[src/rtl/uart9_rx.sv]
// uart9_rx: 8N1 receiver that reassembles 9-bit words from little-endian byte pairs
// Ports: clk, reset (sync, active-high), rx (async serial line, idle high),
//        data9 (last good word), valid (1-cycle strobe on update),
//        frame_err (1-cycle strobe on a discarded pair), busy (byte or pair in flight).
// Build option: UART9_RX_MAJORITY_EN selects 2-of-3 majority sampling around each sample instant.
module uart9_rx #(
  parameter int CLK_HZ   = 100_000_000,
  parameter int BAUD     = 9600,
  parameter int GAP_BITS = 20
) (
  input  logic       clk,
  input  logic       reset,
  input  logic       rx,
  output logic [8:0] data9,
  output logic       valid,
  output logic       frame_err,
  output logic       busy
);
  localparam int DIV  = CLK_HZ / BAUD;
  localparam int HALF = DIV / 2;
  localparam int GAP  = GAP_BITS * DIV;
  localparam int CW   = $clog2(DIV);
  localparam int GW   = $clog2(GAP + 1);
  localparam logic [2:0] IDLE = 3'd0, START = 3'd1, DATA = 3'd2, STOP = 3'd3, WAIT_IDLE = 3'd4;
  logic          rs_meta, rs, smp, slot;
  logic [2:0]    state, nbit;
  logic [CW-1:0] cnt;
  logic [7:0]    sh, lo;
  logic [GW-1:0] gap;
  logic          tick, tick_start, done, tmo;
`ifdef UART9_RX_MAJORITY_EN
  // Decision is taken one cycle after the nominal instant so the sample after it is available;
  // moving the start decision by one cycle shifts every later sample point by the same amount.
  localparam int FIRST = HALF;
  logic rs_d1, rs_d2;
  always_ff @(posedge clk)
    if (reset) {rs_d2, rs_d1} <= 2'b11;
    else {rs_d2, rs_d1} <= {rs_d1, rs};
  assign smp = (rs_d2 & rs_d1) | (rs_d2 & rs) | (rs_d1 & rs);
`else
  localparam int FIRST = HALF - 1;
  assign smp = rs;
`endif
  assign tick       = cnt == CW'(DIV - 1);
  assign tick_start = cnt == CW'(FIRST);
  assign done       = state == STOP && tick && smp;
  assign tmo        = slot && state == IDLE && gap == GW'(GAP - 1);
  assign busy       = state != IDLE || slot;
  always_ff @(posedge clk) begin
    if (reset) begin
      {rs_meta, rs} <= 2'b11;
      state         <= IDLE;
      cnt           <= '0;
      nbit          <= '0;
      sh            <= '0;
      lo            <= '0;
      slot          <= 1'b0;
      gap           <= '0;
      data9         <= '0;
      valid         <= 1'b0;
      frame_err     <= 1'b0;
    end else begin
      rs_meta   <= rx;
      rs        <= rs_meta;
      valid     <= 1'b0;
      frame_err <= 1'b0;
      case (state)
        IDLE: if (!rs) begin
          state <= START;
          cnt   <= '0;
        end
        START: if (tick_start) begin
          cnt   <= '0;
          nbit  <= '0;
          state <= smp ? IDLE : DATA;
        end else cnt <= cnt + CW'(1);
        DATA: if (tick) begin
          cnt   <= '0;
          sh    <= {smp, sh[7:1]};
          nbit  <= nbit + 3'd1;
          state <= nbit == 3'd7 ? STOP : DATA;
        end else cnt <= cnt + CW'(1);
        STOP: if (tick) begin
          cnt   <= '0;
          state <= smp ? IDLE : WAIT_IDLE;
          if (!smp) begin
            frame_err <= 1'b1;
            slot      <= 1'b0;
          end
        end else cnt <= cnt + CW'(1);
        WAIT_IDLE: if (rs) state <= IDLE;
        default: state <= IDLE;
      endcase
      if (done) begin
        if (!slot) begin
          lo   <= sh;
          slot <= 1'b1;
          gap  <= '0;
        end else begin
          slot <= 1'b0;
          if (sh[7:1] == 7'd0) begin
            data9 <= {sh[0], lo};
            valid <= 1'b1;
          end else frame_err <= 1'b1;
        end
      end
      // A start edge seen on the terminal cycle still launches START, but with slot cleared
      // that byte becomes a fresh low byte.
      if (tmo) begin
        frame_err <= 1'b1;
        slot      <= 1'b0;
        gap       <= '0;
      end else if (slot && state == IDLE) gap <= gap + GW'(1);
    end
  end
endmodule

[config.mk]
export PLATFORM = sky130hd
export DESIGN_NAME = uart9_rx
export DESIGN_NICKNAME = d
export VERILOG_FILES = /design/src/rtl/uart9_rx.sv
export SDC_FILE = /design/constraint.sdc
export NUM_CORES = 1
export LEC_CHECK = 0
export ABC_AREA = 1
export BUFFER_PORTS_ARGS = -buffer_cell sky130_fd_sc_hd__buf_2
export CAP_MARGIN = 10
export CORE_MARGIN = 3
export CORE_UTILIZATION = 55
export CTS_CLUSTER_DIAMETER = 120
export DETAILED_ROUTE_END_ITERATION = 10
export PLACE_DENSITY = 0.72
export SETUP_SLACK_MARGIN = 0.15
export SLEW_MARGIN = 10
export SYNTH_ARGS = -nofsm -noshare
export SYNTH_HDL_FRONTEND = slang
export SYNTH_SLANG_ARGS = --single-unit
export TNS_END_PERCENT = 20
[constraint.sdc]
create_clock -name clk -period 4.8 [get_ports clk]
set_input_delay 0.24 -clock clk [delete_from_list [all_inputs] [get_ports clk]]
set_output_delay 0.24 -clock clk [all_outputs]
set_load 0.005 [all_outputs]
==> results of run 1 <==
[cells in the final DEF, fill, tap and decap left out, types with 8 or more instances in the layout]
master    Yosys  layout
o21ai_0      23      23
nand2_1     142     142
nor3_1       13      13
inv_1        65      65
inv_2        12      12
buf_2         5      14
nor2_2       16      16
dfxtp_1      68      68
nor2_4        8       8
nand4_1      10      10
a21oi_1      49      49
nor2_1       58      58
clkbuf_8      0      10
nand3_1      37      37
[cell type report]
cell class | count | area (um2)
Clock buffer | 11 | 141
Clock inverter | 5 | 60.1
Fill cell | 586 | 2460
Inverter | 78 | 293
Multi-Input combinational cell | 388 | 1900
Sequential cell | 68 | 1360
Tap cell | 77 | 96.3
Timing Repair Buffer | 15 | 77.6
[routing by layer]
layer / vias to the layer above / track usage [%] / part of all wire (%)
met5: - / 0 / 0
met4: 0 / 5.58 / 0.88
met3: 9 / 5.58 / 5.8
met2: 99 / 35.3 / 43
met1: 1537 / 32.6 / 50
li1: 1766 / - / -
[power by group through the flow]
stage	registers [mW]	logic, mW	clock network [mW]
global route	0.593	0.162	0.519
global placement	0.603	0.141	0
detailed placement	0.604	0.143	0
finish	0.591	0.145	0.486
floorplan	0.600	0.110	0
CTS	0.591	0.143	0.494
[sequential cells by signal, indices dropped and copies added (netlist names)]
name       cells
cnt           14
slot           1
rs_meta        1
data9          9
sh             8
valid          1
nbit           3
lo             8
rs             1
frame_err      1
gap           18
state          3
[cell families after synthesis]
family                   count (synthesis)  share of synthesized area [%]
AND/OR/NAND/NOR                        297                           37.8
buffers and inverters                   92                           10.7
AO/OA/AOI/OAI                           84                           12.1
flip-flops                              68                           37.3
adder cells (fa/ha/maj)                  4                           1.37
XOR/XNOR                                 3                          0.720
[cell usage after synthesis (all sizes together)]
cell type    n  area, um2
xnor2        1       8.76
nand2      147        569
dfxtp       68       1360
nand3       38        203
a21oi       50        254
or2          3       18.8
o21bai       2       15.0
a31o         1       8.76
nand4       11       83.8
nand3b       1       7.51
a31oi        1       6.26
inv         77        289
nor3        15       91.3
xor2         2       17.5
nor2        82        408
o21ai       27        135
clkinv       1       3.75
a21o         1       7.51
ha           4       50.1
clkbuf       3       11.3
o211ai       2       15.0
buf         11       85.1
[stage by stage]
stage | setup WS (ns) | hold WS [ns] | util [%] | power [mW] | cell area, um2
after detailed placement | 2.89 | 0.411 | 58.4 | 0.747 | 3730
after global routing | 2.66 | 0.0624 | 61.5 | 1.27 | 3930
final | 2.87 | 0.0761 | 61.5 | 1.22 | 3930
after floorplan | 3.19 | 0.344 | - | 0.710 | 3650
after CTS | 2.88 | 0.0654 | 61.5 | 1.23 | 3930
after global placement | 2.98 | 0.399 | 58.4 | 0.744 | 3730
[how the worst max path moves through the flow]
stage,startpoint,endpoint,slack (ns)
4_1_cts,cnt[0],gap[8],2.88
3_5_place_dp,cnt[0],gap[8],2.89
6_report,cnt[0],gap[8],2.87
2_1_floorplan,cnt[0],data9[0],3.19
5_1_grt,gap[0],gap[14],2.66
3_3_place_gp,state[0],gap[7],2.98
==> impl_metrics.env, run 1 <==
export IMPL_status="finished clean"
export IMPL_h_tree_depth=3
export IMPL_r2r_slack_ns=2.87
export IMPL_layout_drive_gt1_share_pct=14.2
export IMPL_rows=29
export IMPL_dpl_hpwl_um=5750
export IMPL_crit_type="register to register"
export IMPL_yosysWarnings=0
export IMPL_cap_viol_max_count=0
export IMPL_worstHoldStart="rx"
export IMPL_clkPwrFrac_pct=39.7
export IMPL_grt_total_usage_pct=23.1
export IMPL_drtIter0Drc=292
export IMPL_antenna_cells=0
export IMPL_cp_buffers_inverters=0
export IMPL_gp_congestion=0.869
export IMPL_finalHoldViolations=0
export IMPL_period_share_pct=40.2
export IMPL_cp_depth=8
export IMPL_viasPerCell=5.31
export IMPL_worst_pin_slew_ns=0.498
export IMPL_cp_max_fo=19
export IMPL_cts_buffers=9
export IMPL_slew_headroom_pct=66.8
export IMPL_ctsHoldBuffers=0
export IMPL_wire_per_inst_um=12.6
export IMPL_core_area_um2=6390
export IMPL_netlist_area_um2=3650
export IMPL_dp_cells=626
export IMPL_syn_inst=548
export IMPL_internal_power_mw=0.870
export IMPL_grt_start_max_net_pins=35
export IMPL_io_pins=15
export IMPL_die_h_um=87.5
export IMPL_total_leakage_power_nw=1.68
export IMPL_critPathSlowestCell="dfxtp_1"
export IMPL_layout_nets=567
export IMPL_power_switching_share_pct=28.7
export IMPL_cp_arrival_ns=2.15
export IMPL_hold_depth=2
export IMPL_areaGrowthSynthToFinish_pct=7.64
export IMPL_ctsResizeCount=0
export IMPL_syn_nets=555
export IMPL_clockBufferDepth=2
export IMPL_finalCriticalPeriod_ns=1.93
export IMPL_peakVddDrop_mv=0.213
export IMPL_drtAntennaViolNets=0
export IMPL_p_per_area_nw_per_um2=311
export IMPL_post_cts_repair_setup_buffers=0
export IMPL_finClkSkew_ns=0.00992
export IMPL_remaining_drc_errors=0
export IMPL_end_kind="register"
export IMPL_setup_viol=0
export IMPL_rsz0062_at_grt="false"
export IMPL_crit_path_frequent_cell="nand2_1"
export IMPL_ys_seq_elements=68
export IMPL_r2r_end="gap[8]"
export IMPL_dr_pass1_iters=5
export IMPL_timing_fmax_mhz=519
export IMPL_hold_class="input port to register"
export IMPL_gr_total_overflow=0
export IMPL_portBuffers=14
export IMPL_cpLargestDelayFamily="simple AND/OR/NAND/NOR gates"
export IMPL_grt_pass1_wl_um=14100
export IMPL_tns_ns=0
export IMPL_clk_latency_ns=0.34
export IMPL_slowest_delay_ns=0.42
export IMPL_crit_path_cell_trace="ha_1 > nand2_2 > nor2_4 > nand2_1 > nor2_2 > nand4_4 > nand2_1 > a21oi_1"
export IMPL_start_util_pct=57.2
export IMPL_ys_types=35
export IMPL_cts_tree="built"
export IMPL_r2r_start="cnt[0]"
export IMPL_first_global_vias=3026
export IMPL_cts_sinks=68
export IMPL_p_comb_share_pct=11.9
export IMPL_start_kind="register"
export IMPL_whs_endpoint="rs_meta"
export IMPL_dr_total_vias=3411
export IMPL_reg2regPathDepth=8
export IMPL_antenna_found_initial=0
export IMPL_die_area_um2=7650
export IMPL_avgSynthCellArea_um2=6.66
export IMPL_die_w_um=87.5
export IMPL_layoutNonFillerInstCount=642
export IMPL_maxSlewViolCount=0
export IMPL_cts_clk_slew_worst_paths_ns=0.08
export IMPL_p_switching_mw=0.351
export IMPL_cts_root_buf="clkbuf_8"
export IMPL_critPathRequiredTime_ns=5.02
export IMPL_seq_power_share_pct=48.4
export IMPL_drt_wl_total_um=8100
export IMPL_ys_seq_area_share_pct=37.3
Note: power is estimated with default switching activity, not from simulation.
==> run 2, diff against run 1 <==
PLACE_DENSITY = 0.75   (was 0.72)
clock period = 1.7 ns   (was 4.8 ns; I/O delays follow)
==> impl_metrics.env, run 2 (synthesis results as in run 1) <==
export IMPL_io_pins=15
export IMPL_die_w_um=87.5
export IMPL_areaGrowthSynthToFinish_pct=21.1
export IMPL_cts_sinks=68
export IMPL_clockBufferDepth=2
export IMPL_gr_total_overflow=0
export IMPL_grt_pass1_wl_um=14000
export IMPL_layoutNonFillerInstCount=665
export IMPL_cp_max_fo=8
export IMPL_dr_pass1_iters=5
export IMPL_r2r_slack_ns=0.13
export IMPL_maxSlewViolCount=0
export IMPL_worst_pin_slew_ns=0.408
export IMPL_viasPerCell=5.37
export IMPL_start_kind="register"
export IMPL_grt_total_usage_pct=23.0
export IMPL_crit_type="register to register"
export IMPL_status="finished clean"
export IMPL_peakVddDrop_mv=0.710
export IMPL_post_place_ws_ns=-0.0149
export IMPL_largest_register_ffs=18
export IMPL_whs_ns=0.0460
export IMPL_cap_viol_max_count=0
export IMPL_reg2regPathDepth=6
export IMPL_h_tree_depth=3
export IMPL_layout_drive_gt1_share_pct=25.5
export IMPL_dr_total_vias=3573
export IMPL_core_area_um2=6390
export IMPL_drt_wl_total_um=9130
export IMPL_hold_class="input port to register"
export IMPL_wire_per_inst_um=13.7
export IMPL_antenna_cells=0
export IMPL_clk_latency_ns=0.36
export IMPL_dp_cells=641
export IMPL_finalCriticalPeriod_ns=1.57
export IMPL_fin_ws_ns=0.128
export IMPL_grt_start_max_net_pins=36
export IMPL_cp_startpoint="state[2]"
export IMPL_period_share_pct=92.5
export IMPL_hold_depth=2
export IMPL_power_mw=3.75
export IMPL_setup_viol=0
export IMPL_dpl_hpwl_um=5830
export IMPL_remaining_drc_errors=0
export IMPL_total_leakage_power_nw=1.89
export IMPL_cts_tree="built"
export IMPL_layout_nets=590
export IMPL_reg_top3="gap: 18 flops, cnt: 14 flops, data9: 9 flops"
export IMPL_start_util_pct=57.2
export IMPL_drtAntennaViolNets=0
export IMPL_gp_congestion=0.927
export IMPL_cp_arrival_ns=1.81
export IMPL_worstHoldStart="reset"
export IMPL_r2r_start="state[2]"
export IMPL_slew_headroom_pct=72.8
export IMPL_portBuffers=14
export IMPL_critPathRequiredTime_ns=1.94
export IMPL_die_h_um=87.5
export IMPL_die_area_um2=7650
export IMPL_top_register="gap"
export IMPL_final_common_cell="nand2_1"
export IMPL_rows=29
export IMPL_antenna_found_initial=0
export IMPL_finClkSkew_ns=0.0112
export IMPL_finalHoldViolations=0
export IMPL_mostFrequentLayoutCells="nand2_1, inv_1, dfxtp_1"
export IMPL_end_kind="register"
export IMPL_final_core_util_pct=69.2
export IMPL_whs_endpoint="frame_err"
export IMPL_cts_buffers=9
export IMPL_timing_fmax_mhz=636
export IMPL_p_per_area_nw_per_um2=849
export IMPL_first_global_vias=3111
export IMPL_cts_root_buf="clkbuf_8"
export IMPL_cts_clk_slew_worst_paths_ns=0.08
export IMPL_drtIter0Drc=280
export IMPL_r2r_end="lo[2]"
export IMPL_rsz0062_at_grt="true"
run 2: changes by cell type in the layout (fill, tap and decap cells not counted), sizes merged:
cell / delta
dlygate4sd3: +1
bufinv: +1
buf: +21
inv: +1
clkbuf: -1
run 2: final cells by class:
type / instances / area (um2)
clock buffer: 9 / 124
clock inverter: 7 / 98.8
fill: 519 / 1970
inverter: 78 / 298
multi-input combinational: 388 / 2100
sequential: 68 / 1380
tap: 77 / 96.3
timing repair buffer: 38 / 323
run 2: worst max-delay path by stage:
stage	end	slack, ns
6_report	lo[2]	0.13
5_1_grt	cnt[0]	-0.01
2_1_floorplan	gap[2]	0.15
4_1_cts	gap[7]	0.11
3_3_place_gp	data9[4]	0.08
3_5_place_dp	data9[3]	-0.01
run 2: through the flow:
stage,cell area (um2),setup TNS [ns]
2_1_floorplan,3660,0
3_3_place_gp,3860,0
3_5_place_dp,3860,-0.0179
4_1_cts,4150,0
5_1_grt,4420,-0.0105
6_report,4420,0
run 2: power by group:
part           switching [mW]  internal, mW
Sequential             0.0452          1.63
Combinational           0.372         0.185
Clock                   0.685         0.836
Total                    1.10          2.65
run 2: critical path: stages (launching register included):
cell and delay [ns]:
dfxtp_1 0.39, nor2_4 0.20, inv_2 0.06, nor2_4 0.15, nand4_1 0.22, nor2_4 0.34
a21oi_2 0.09
run 2: timing repair:
action,CTS,global route
hold buffers,1,0
endpoints found under the setup margin,54,63
endpoints found under the hold margin,1,0
setup buffers,2,4
cloned,0,1
pin swaps,2,17
gates resized for setup,7,65
run 2: layer usage:
layer | vias up | global-route usage [%] | wire length, um | share of wire, %
li1 | 1821 | - | - | -
met1 | 1652 | 30.9 | 4300 | 47
met2 | 86 | 37.0 | 4310 | 47
met3 | 14 | 4.35 | 374 | 4.1
met4 | 0 | 7.67 | 142 | 1.6
met5 | - | 0 | 0 | 0
==> run 3, diff against run 2 <==
ABC_AREA = unset   (was 1)
==> impl_metrics.env, run 3 <==
export IMPL_drtIter0Drc=305
export IMPL_remaining_drc_errors=0
export IMPL_grt_start_max_net_pins=28
export IMPL_p_comb_share_pct=3.9
export IMPL_io_pins=15
export IMPL_cp_max_fo=5
export IMPL_slowest_delay_ns=0.36
export IMPL_cts_root_buf="clkbuf_8"
export IMPL_first_global_vias=3042
export IMPL_synth_edf_count=0
export IMPL_avgSynthCellArea_um2=8.35
export IMPL_hold_class="input port to register"
export IMPL_power_switching_share_pct=25.3
export IMPL_yosysTopAreaCellShare_pct=42.4
export IMPL_clkPwrFrac_pct=45.1
export IMPL_worst_pin_slew_ns=0.401
export IMPL_dr_total_vias=3318
export IMPL_cp_arrival_ns=2.09
export IMPL_yosys_top_cells_area="dfxtp_1, nand2_1, mux2i_1, nor2_1, nand3_1"
export IMPL_start_util_pct=57.6
export IMPL_r2r_end="data9[0]"
export IMPL_dr_pass1_iters=5
export IMPL_finClkSkew_ns=0.0124
export IMPL_finalHoldViolations=0
export IMPL_cts_sinks=68
export IMPL_cp_depth=7
export IMPL_timing_fmax_mhz=543
export IMPL_crit_path_cell_trace="ha_4 > and3_4 > nand4_4 > nor3_4 > buf_6 > mux2i_1 > nor2_1"
export IMPL_internal_power_mw=2.34
export IMPL_drtAntennaViolNets=0
export IMPL_reg2regPathDepth=7
export IMPL_gr_total_overflow=0
export IMPL_final_common_cell="dfxtp_1"
export IMPL_antenna_cells=0
export IMPL_ys_seq_area_share_pct=42.4
export IMPL_status="finished, violations left"
export IMPL_areaGrowthSynthToFinish_pct=33.0
export IMPL_die_area_um2=6790
export IMPL_p_per_area_nw_per_um2=735
export IMPL_crit_end="data9[0]"
export IMPL_layout_drive_gt1_share_pct=30.4
export IMPL_cp_startpoint="cnt[1]"
export IMPL_synth_ff_type="dfxtp_1"
export IMPL_yosysWarnings=0
export IMPL_peakVddDrop_mv=0.852
export IMPL_syn_nets=391
export IMPL_tns_ns=-1.33
export IMPL_mostFrequentLayoutCells="dfxtp_1, buf_4, nand2_1"
export IMPL_ys_types=55
export IMPL_layout_nets=459
export IMPL_dpl_hpwl_um=5380
export IMPL_portBuffers=14
export IMPL_crit_type="register to register"
export IMPL_cts_tree="built"
export IMPL_die_h_um=82.4
export IMPL_critPathSlowestCell="dfxtp_2"
export IMPL_finalCriticalPeriod_ns=1.84
export IMPL_async_flop_share_pct=0
export IMPL_violations="setup timing"
export IMPL_ys_seq_elements=68
export IMPL_reg_top3="gap: 18 flops, cnt: 14 flops, data9: 9 flops"
export IMPL_r2r_start="cnt[1]"
export IMPL_period_share_pct=108
export IMPL_r2r_slack_ns=-0.14
export IMPL_core_area_um2=5570
export IMPL_cap_viol_max_count=0
export IMPL_final_area_um2=4270
export IMPL_seq_power_share_pct=51.0
export IMPL_slew_headroom_pct=73.3
export IMPL_post_synth_top_count_cell="dfxtp_1"
export IMPL_start_kind="register"
export IMPL_netlist_area_um2=3210
export IMPL_critPathRequiredTime_ns=1.94
export IMPL_rsz0062_at_grt="true"
export IMPL_drt_wl_total_um=9490
export IMPL_grt_pass1_wl_um=14700
export IMPL_cts_clk_slew_worst_paths_ns=0.08
export IMPL_syn_inst=384
export IMPL_gp_congestion=0.878
export IMPL_clk_latency_ns=0.36
export IMPL_largest_register_ffs=18
export IMPL_h_tree_depth=3
export IMPL_top_register="gap"
export IMPL_viasPerCell=6.27
export IMPL_antenna_found_initial=0
export IMPL_cts_buffers=9
export IMPL_end_kind="register"
export IMPL_total_leakage_power_nw=1.58
export IMPL_clockBufferDepth=2
export IMPL_die_w_um=82.4
export IMPL_fin_ws_ns=-0.142
export IMPL_setup_viol=23
export IMPL_cp_buffers_inverters=1
export IMPL_grt_total_usage_pct=28.7
export IMPL_synth_largest_area_cell="dfxtp_1"
export IMPL_synth_top_cells_by_count="dfxtp_1, nand2_1, nor2_1, nand3_1, a21oi_1"
export IMPL_wire_per_inst_um=17.9
export IMPL_place_area_um2=3740
export IMPL_rows=27
export IMPL_p_switching_mw=0.793
export IMPL_maxSlewViolCount=0
export IMPL_cpLargestDelayFamily="simple AND/OR/NAND/NOR gates"
run 3: cell types whose count changed in the layout (fill, tap and decap cells not counted), moves of 16 or more:
cell / previous run / this run
a21oi_1: 41 / 22
buf_4: 16 / 51
inv_1: 63 / 9
mux2i_1: 0 / 16
nand2_1: 130 / 50
nor2_4: 16 / 0
o21ai_0: 23 / 2
run 3: cells by family (layout without fill, tap and decap cells):
logic type               Yosys count  count (layout)  share of synthesized area (%)
adder cells (fa/ha/maj)            4               4                           1.56
flip-flops                        68              68                           42.4
AO/OA/AOI/OAI                     78              78                           17.0
multiplexers                      19              19                           5.93
XOR/XNOR                           2               2                          0.546
AND/OR/NAND/NOR                  183             184                           28.4
buffers and inverters             30             102                           4.13
run 3: how the worst min path moves through the flow:
| stage | endpoint | slack (ns) | cells past startpoint | start |
|---|---|---|---|---|
| after floorplan | rs_meta | 0.19 | 1 | rx |
| after global placement | rs_meta | 0.27 | 2 | rx |
| after detailed placement | rs_meta | 0.27 | 2 | rx |
| after CTS | nbit[0] | 0.10 | 2 | reset |
| after global routing | nbit[1] | 0.13 | 2 | reset |
| final | nbit[1] | 0.10 | 2 | reset |
run 3: per-stage QoR:
step | setup slack (ns) | utilization (%) | total power [mW] | instances | hold WS, ns
after CTS | -0.0301 | 75.6 | 3.12 | 528 | 0.101
after detailed placement | -0.162 | 67.0 | 1.74 | 500 | 0.271
after global placement | -0.175 | 67.0 | 1.73 | 500 | 0.271
final | -0.142 | 76.6 | 3.14 | 529 | 0.101
after floorplan | 0.0543 | - | 1.70 | 384 | 0.189
after global routing | -0.180 | 76.6 | 3.20 | 529 | 0.129
run 3: power by group through the flow:
stage / registers [mW] / logic, mW / clock network (mW)
after floorplan: 1.64 / 0.0676 / 0
after global placement: 1.64 / 0.0971 / 0
after detailed placement: 1.64 / 0.0991 / 0
after CTS: 1.60 / 0.115 / 1.40
after global routing: 1.60 / 0.130 / 1.47
final: 1.60 / 0.122 / 1.42
run 3: what timing repair did:
item | 4_1_cts | 5_1_grt
pin swaps | 22 | 18
endpoints found under the hold margin | 1 | 0
setup endpoints to repair | 64 | 66
setup buffers | 9 | 1
gates resized for setup | 37 | 13
cloned | 2 | 0
hold buffers | 1 | 0
run 3: area by class of cell:
cell class / count / area [um2]
well taps: 72 / 90.1
multi-input cells: 287 / 1960
clock buffers: 9 / 124
repair buffers: 77 / 604
fillers: 367 / 1310
clock inverters: 7 / 83.8
inverters: 9 / 33.8
flip-flops and latches: 68 / 1370
run 3: routing by layer:
layer	vias to the layer above	global-route usage, %	part of all wire [%]
li1	1546	-	-
met1	1573	35.8	41
met2	161	46.9	49
met3	38	4.88	6.3
met4	0	15.6	3.6
met5	-	0	0
